===== src/rtl/pipeline_pkg.sv =====
// Shared constants for the RV32I pipeline: datapath width, ALU opcodes and
// forwarding-select encodings.
package pipeline_pkg;

    localparam int XLEN = 32;

    localparam logic [2:0] ALU_ADD = 3'b000;
    localparam logic [2:0] ALU_SUB = 3'b001;
    localparam logic [2:0] ALU_AND = 3'b010;
    localparam logic [2:0] ALU_OR  = 3'b011;
    localparam logic [2:0] ALU_SLT = 3'b101;

    localparam logic [1:0] FWD_RF  = 2'b00;
    localparam logic [1:0] FWD_WB  = 2'b01;
    localparam logic [1:0] FWD_MEM = 2'b10;

endpackage


===== src/rtl/execute_cycle_alu.sv =====
// Combinational RV32I ALU: add, sub, and, or, signed slt; unknown opcodes yield 0.
module alu
    import pipeline_pkg::*;
#(
    parameter int XLEN = pipeline_pkg::XLEN
) (
    input  logic [XLEN-1:0] A,
    input  logic [XLEN-1:0] B,
    input  logic [2:0]      ALUControl,
    output logic [XLEN-1:0] Result,
    output logic            Zero
);

    always_comb begin
        Result = '0;
        case (ALUControl)
            ALU_ADD: Result = A + B;
            ALU_SUB: Result = A - B;
            ALU_AND: Result = A & B;
            ALU_OR:  Result = A | B;
            ALU_SLT: Result = {{(XLEN-1){1'b0}}, ($signed(A) < $signed(B))};
            default: Result = '0;
        endcase
    end

    assign Zero = (Result == '0);

endmodule


===== src/rtl/execute_cycle.sv =====
// EX stage with operand forwarding, branch resolution and the EX/MEM register.
module execute_cycle
    import pipeline_pkg::*;
#(
    parameter int XLEN = pipeline_pkg::XLEN
) (
    input  logic            clk,
    input  logic            rst,
    input  logic            RegWriteE,
    input  logic            ALUSrcE,
    input  logic            MemWriteE,
    input  logic            ResultSrcE,
    input  logic            BranchE,
    input  logic [2:0]      ALUControlE,
    input  logic [XLEN-1:0] RD1_E,
    input  logic [XLEN-1:0] RD2_E,
    input  logic [XLEN-1:0] Imm_Ext_E,
    input  logic [4:0]      RD_E,
    input  logic [XLEN-1:0] PCE,
    input  logic [XLEN-1:0] PCPlus4E,
    input  logic [XLEN-1:0] ResultW,
    input  logic [1:0]      ForwardA_E,
    input  logic [1:0]      ForwardB_E,
    output logic            PCSrcE,
    output logic [XLEN-1:0] PCTargetE,
    output logic            RegWriteM,
    output logic            MemWriteM,
    output logic            ResultSrcM,
    output logic [4:0]      RD_M,
    output logic [XLEN-1:0] PCPlus4M,
    output logic [XLEN-1:0] WriteDataM,
    output logic [XLEN-1:0] ALU_ResultM
);

    logic [XLEN-1:0] src_a;
    logic [XLEN-1:0] src_b_fwd;
    logic [XLEN-1:0] src_b;
    logic [XLEN-1:0] alu_result;
    logic            zero;

    // Reserved select 2'b11 falls back to the register file so no X escapes.
    always_comb begin
        src_a = RD1_E;
        case (ForwardA_E)
            FWD_WB:  src_a = ResultW;
            FWD_MEM: src_a = ALU_ResultM;
            default: src_a = RD1_E;
        endcase
    end

    always_comb begin
        src_b_fwd = RD2_E;
        case (ForwardB_E)
            FWD_WB:  src_b_fwd = ResultW;
            FWD_MEM: src_b_fwd = ALU_ResultM;
            default: src_b_fwd = RD2_E;
        endcase
    end

    assign src_b = ALUSrcE ? Imm_Ext_E : src_b_fwd;

    alu #(.XLEN(XLEN)) u_alu (
        .A          (src_a),
        .B          (src_b),
        .ALUControl (ALUControlE),
        .Result     (alu_result),
        .Zero       (zero)
    );

    assign PCSrcE    = BranchE & zero;
    assign PCTargetE = PCE + Imm_Ext_E;

    // Store data is the forwarded rs2, never the immediate.
    always_ff @(posedge clk or negedge rst) begin
        if (!rst) begin
            RegWriteM   <= 1'b0;
            MemWriteM   <= 1'b0;
            ResultSrcM  <= 1'b0;
            RD_M        <= '0;
            PCPlus4M    <= '0;
            WriteDataM  <= '0;
            ALU_ResultM <= '0;
        end else begin
            RegWriteM   <= RegWriteE;
            MemWriteM   <= MemWriteE;
            ResultSrcM  <= ResultSrcE;
            RD_M        <= RD_E;
            PCPlus4M    <= PCPlus4E;
            WriteDataM  <= src_b_fwd;
            ALU_ResultM <= alu_result;
        end
    end

endmodule


===== config.mk =====
export PLATFORM = sky130hd
export DESIGN_NAME = execute_cycle
export DESIGN_NICKNAME = d
export VERILOG_FILES = /design/src/rtl/pipeline_pkg.sv /design/src/rtl/execute_cycle_alu.sv /design/src/rtl/execute_cycle.sv
export SDC_FILE = /design/constraint.sdc
export NUM_CORES = 1
export LEC_CHECK = 0
export ABC_AREA = 1
export BUFFER_PORTS_ARGS = -buffer_cell sky130_fd_sc_hd__buf_2
export CAP_MARGIN = 20
export CORE_UTILIZATION = 45
export DETAILED_ROUTE_END_ITERATION = 7
export PLACE_DENSITY = 0.73
export SYNTH_ARGS = -nofsm -noshare
export SYNTH_HDL_FRONTEND = slang
export SYNTH_SLANG_ARGS = --single-unit

===== constraint.sdc =====
create_clock -name clk -period 8.2 [get_ports clk]
set_input_delay 0.41 -clock clk [delete_from_list [all_inputs] [get_ports clk]]
set_output_delay 0.41 -clock clk [all_outputs]
set_load 0.01 [all_outputs]

==> results.py <==
metrics = {
    "synthesis": {
        "synth_mux_area_share_pct": 0,
        "ys_types": 46,
        "synthArstFlopShare_pct": 100.0,
        "synth_edf_count": 0,
        "synth_xor_area_share_pct": 2.129,
        "syn-num-nets": 2302,
        "synth_ff_type": "dfrtp_1",
        "synth_compound_area_share_pct": 17.91,
        "synth_simple_gate_area_share_pct": 30.73,
        "synth_top_family_by_area": "simple AND/OR/NAND/NOR gates",
        "synth_cells": 1944,
        "syn_area_per_cell_um2": 6.349,
        "ys_seq_elements": 104,
        "yosysWarnings": 0,
        "syn_area_um2": 12340,
        "synth_seq_area_share_pct": 21.09,
        "synthAdderAreaFrac_pct": 15.09,
    },
    "final_layout": {
        "nNetsFinal": 2607,
        "antenna-diode-count": 0,
        "syn_to_final_growth_pct": 17.96,
        "drive_gt1_share_pct": 18.32,
        "fin_util_pct": 54.02,
    },
    "pwr": {
        "seqPwrFrac_pct": 23.9,
        "switching_share_pct": 51.57,
        "p_comb_share_pct": 58.8,
        "internal_power_mw": 1.259,
        "vdd_drop_max_v": 0.00009487,
        "power.static_leakage_nw": 8.365,
        "p_switching_mw": 1.341,
        "clkPwrFrac_pct": 17.4,
        "power.density_nw_per_um2": 178.5,
    },
    "global_route": {
        "first_global_vias": 13960,
        "grt_max_degree": 67,
        "antenna_found_initial": 0,
        "grt_pass1_wl_um": 78730,
        "track_usage_pct": 36.99,
        "grt_overflow": 0,
    },
    "setup_path": {
        "timing.rr.end": "ALU_ResultM[28]",
        "required_ps": 7790,
        "cp.arrival_ps": 6240,
        "rrSetupSlack_ps": 3710,
        "timing.rr.start": "ALU_ResultM[0]",
        "rr_worst_depth": 18,
        "critical_path_class": "in -> out",
        "startpoint_type": "primary input",
        "end_kind": "output port",
        "cp_max_fo": 33,
    },
    "clock_network": {
        "htree_num_levels": 3,
        "clock-root-buffer": "clkbuf_16",
        "cts.path.max_buffers": 2,
        "hold_buffers": 0,
        "cts_tree": "yes",
        "insertion_delay_ps": 360,
        "cts_resized": 0,
        "post_cts.repair.setup_buffers": 0,
        "cts_made_buffers": 9,
        "clk_pin_slew_worst_paths_ps": 80,
        "cts_sinks": 104,
    },
    "routing": {
        "drt_pass1_iterations": 7,
        "via_count": 14760,
        "first_iter_violations": 1875,
        "via_per_inst": 5.688,
        "ant_nets": 0,
        "wl_per_cell_um": 20.59,
        "wl_um": 53440,
        "drc": 0,
    },
    "floorplanning": {
        "die_area_um2": 28090,
        "initial_core_util_pct": 45.79,
        "core-area_um2": 26950,
        "die_w_um": 167.6,
        "rows": 60,
        "die_h_um": 167.6,
        "ios": 348,
    },
    "timing": {
        "layout_worst_path_cycle_share_pct": 81.09,
        "finalClockSkew_ps": 7.903,
        "hold_viol_final": 0,
        "finalHoldWorstSlack_ps": 29.23,
        "setup_violations": 0,
        "fin_setup_tns_ps": 0,
        "tightest_slew_ps": 1031,
        "rsz0062_at_grt": "false",
        "max_freq_mhz": 150.4,
        "period_minus_slack_ps": 6650,
        "slew_headroom_pct": 31.17,
        "drv_slew": 0,
    },
    "placement": {
        "port_buffers": 347,
        "gp_congestion": 1.120,
        "hpwl_um": 44530,
    },
    "status": {
        "status": "finished clean",
    },
    "min_path": {
        "min_path_type": "in -> async",
    },
    "run": {
        "cap_viol_max_count": 0,
    },
}
synth_stat cells, types with 5 or more instances:
library cell  number  share of area, %
nand2_1          497                15
inv_1            336                10
nor2_1           179               5.4
ha_1             144                15
o21ai_0          141               5.7
nand3_1          132               5.4
dfrtp_1          104                21
a21oi_1          101               4.1
a221o_1           60               4.9
clkbuf_1          34               1.0
nand4_1           24               1.2
nor3_1            22              0.89
xor2_1            20               1.4
buf_2             16              0.65
o22ai_1           14              0.71
o21bai_1          13              0.79
nand3b_1          11              0.67
nor2_2            10              0.51
xnor2_1           10              0.71
buf_4              7              0.43
inv_2              7              0.21
nand2_2            7              0.35
a21o_1             5              0.30
buf_6              5              0.46
o21ai_1            5              0.20
layout by cell type, fill, tap and decap left out, types with 13 or more instances in the layout:
master and count:
nand2_1 497, buf_2 346, inv_1 336, nor2_1 178
ha_1 144, o21ai_0 141, nand3_1 132, dfrtp_1 104
a21oi_1 101, a221o_1 60, nand4_1 24, nor3_1 22
xor2_1 20, o22ai_1 14, o21bai_1 13
flip-flops by register name (all words and copies together) (netlist names):
register,flops
ALU_ResultM,32
MemWriteM,1
PCPlus4M,32
RD_M,5
RegWriteM,1
ResultSrcM,1
WriteDataM,32
cell type report:
cell class                      count  area [um^2]
Fill cell                        2750        12390
Sequential cell                   104         2603
Inverter                          343         1287
Clock inverter                      6        61.31
Clock buffer                       10        229.0
Tap cell                          341        426.7
Multi-Input combinational cell   1433         8130
Timing Repair Buffer              358         1822
worst max path at each step:
| stage | start | end | slack, ps | cells after the start |
|---|---|---|---|---|
| 3_3_place_gp | ForwardB_E[0] | PCSrcE | 1870 | 26 |
| 4_1_cts | ForwardB_E[0] | PCSrcE | 1860 | 26 |
| 5_1_grt | ForwardB_E[0] | PCSrcE | 1350 | 26 |
| 6_report | ForwardB_E[0] | PCSrcE | 1550 | 28 |
| 2_1_floorplan | ForwardB_E[0] | PCSrcE | 4090 | 25 |
| 3_5_place_dp | ForwardB_E[0] | PCSrcE | 1860 | 26 |
worst max-delay path, cell delays in order:
cell and delay [ps]:
buf_2 90, inv_1 40, ha_1 280, buf_4 250, inv_1 740, o21ai_0 310
o21ai_0 700, ha_1 460, inv_1 110, fa_1 460, inv_1 190, nand2_1 110
nand2_1 140, nand3_1 110, nand2_1 150, nand2_1 70, nand2_1 160, nand2_1 70
nand2_1 70, nor2_1 60, nor2_1 360, nand2_1 110, nor2_1 150, nand2_1 70
nor2_1 110, nand2_1 60, nor2_1 210, buf_2 180
power groups by stage:
stage                     combinational [mW]  sequential [mW]  clock, mW
after floorplan                        0.933            0.640          0
after global placement                  1.45            0.627          0
after detailed placement                1.47            0.627          0
after CTS                               1.48            0.616      0.452
after global routing                    1.66            0.622      0.466
final                                   1.53            0.620      0.452
cells by family (layout without fill, tap and decap cells):
kind of cell             after synthesis  in the layout
AND/OR/NAND/NOR                      898            898
buffers and inverters                407            717
AO/OA/AOI/OAI                        358            358
adder cells (fa/ha/maj)              147            147
flip-flops                           104            104
XOR/XNOR                              30             30
stage by stage:
stage	setup WS (ps)	cell area, um^2	total power [mW]	std cells
after floorplan	4086	12340	1.573	1944
after global placement	1867	14260	2.080	2578
after detailed placement	1857	14260	2.093	2578
after CTS	1860	14550	2.544	2594
after global routing	1350	14560	2.748	2595
final	1550	14560	2.599	2595
per-layer routing:
metal  global-route usage (%)  share of wire [%]
met3                    8.934                 11
met2                    58.64                 45
met4                    16.27                4.1
met5                        0                  0
met1                    47.63                 40
Note: power is estimated with default switching activity, not from simulation.
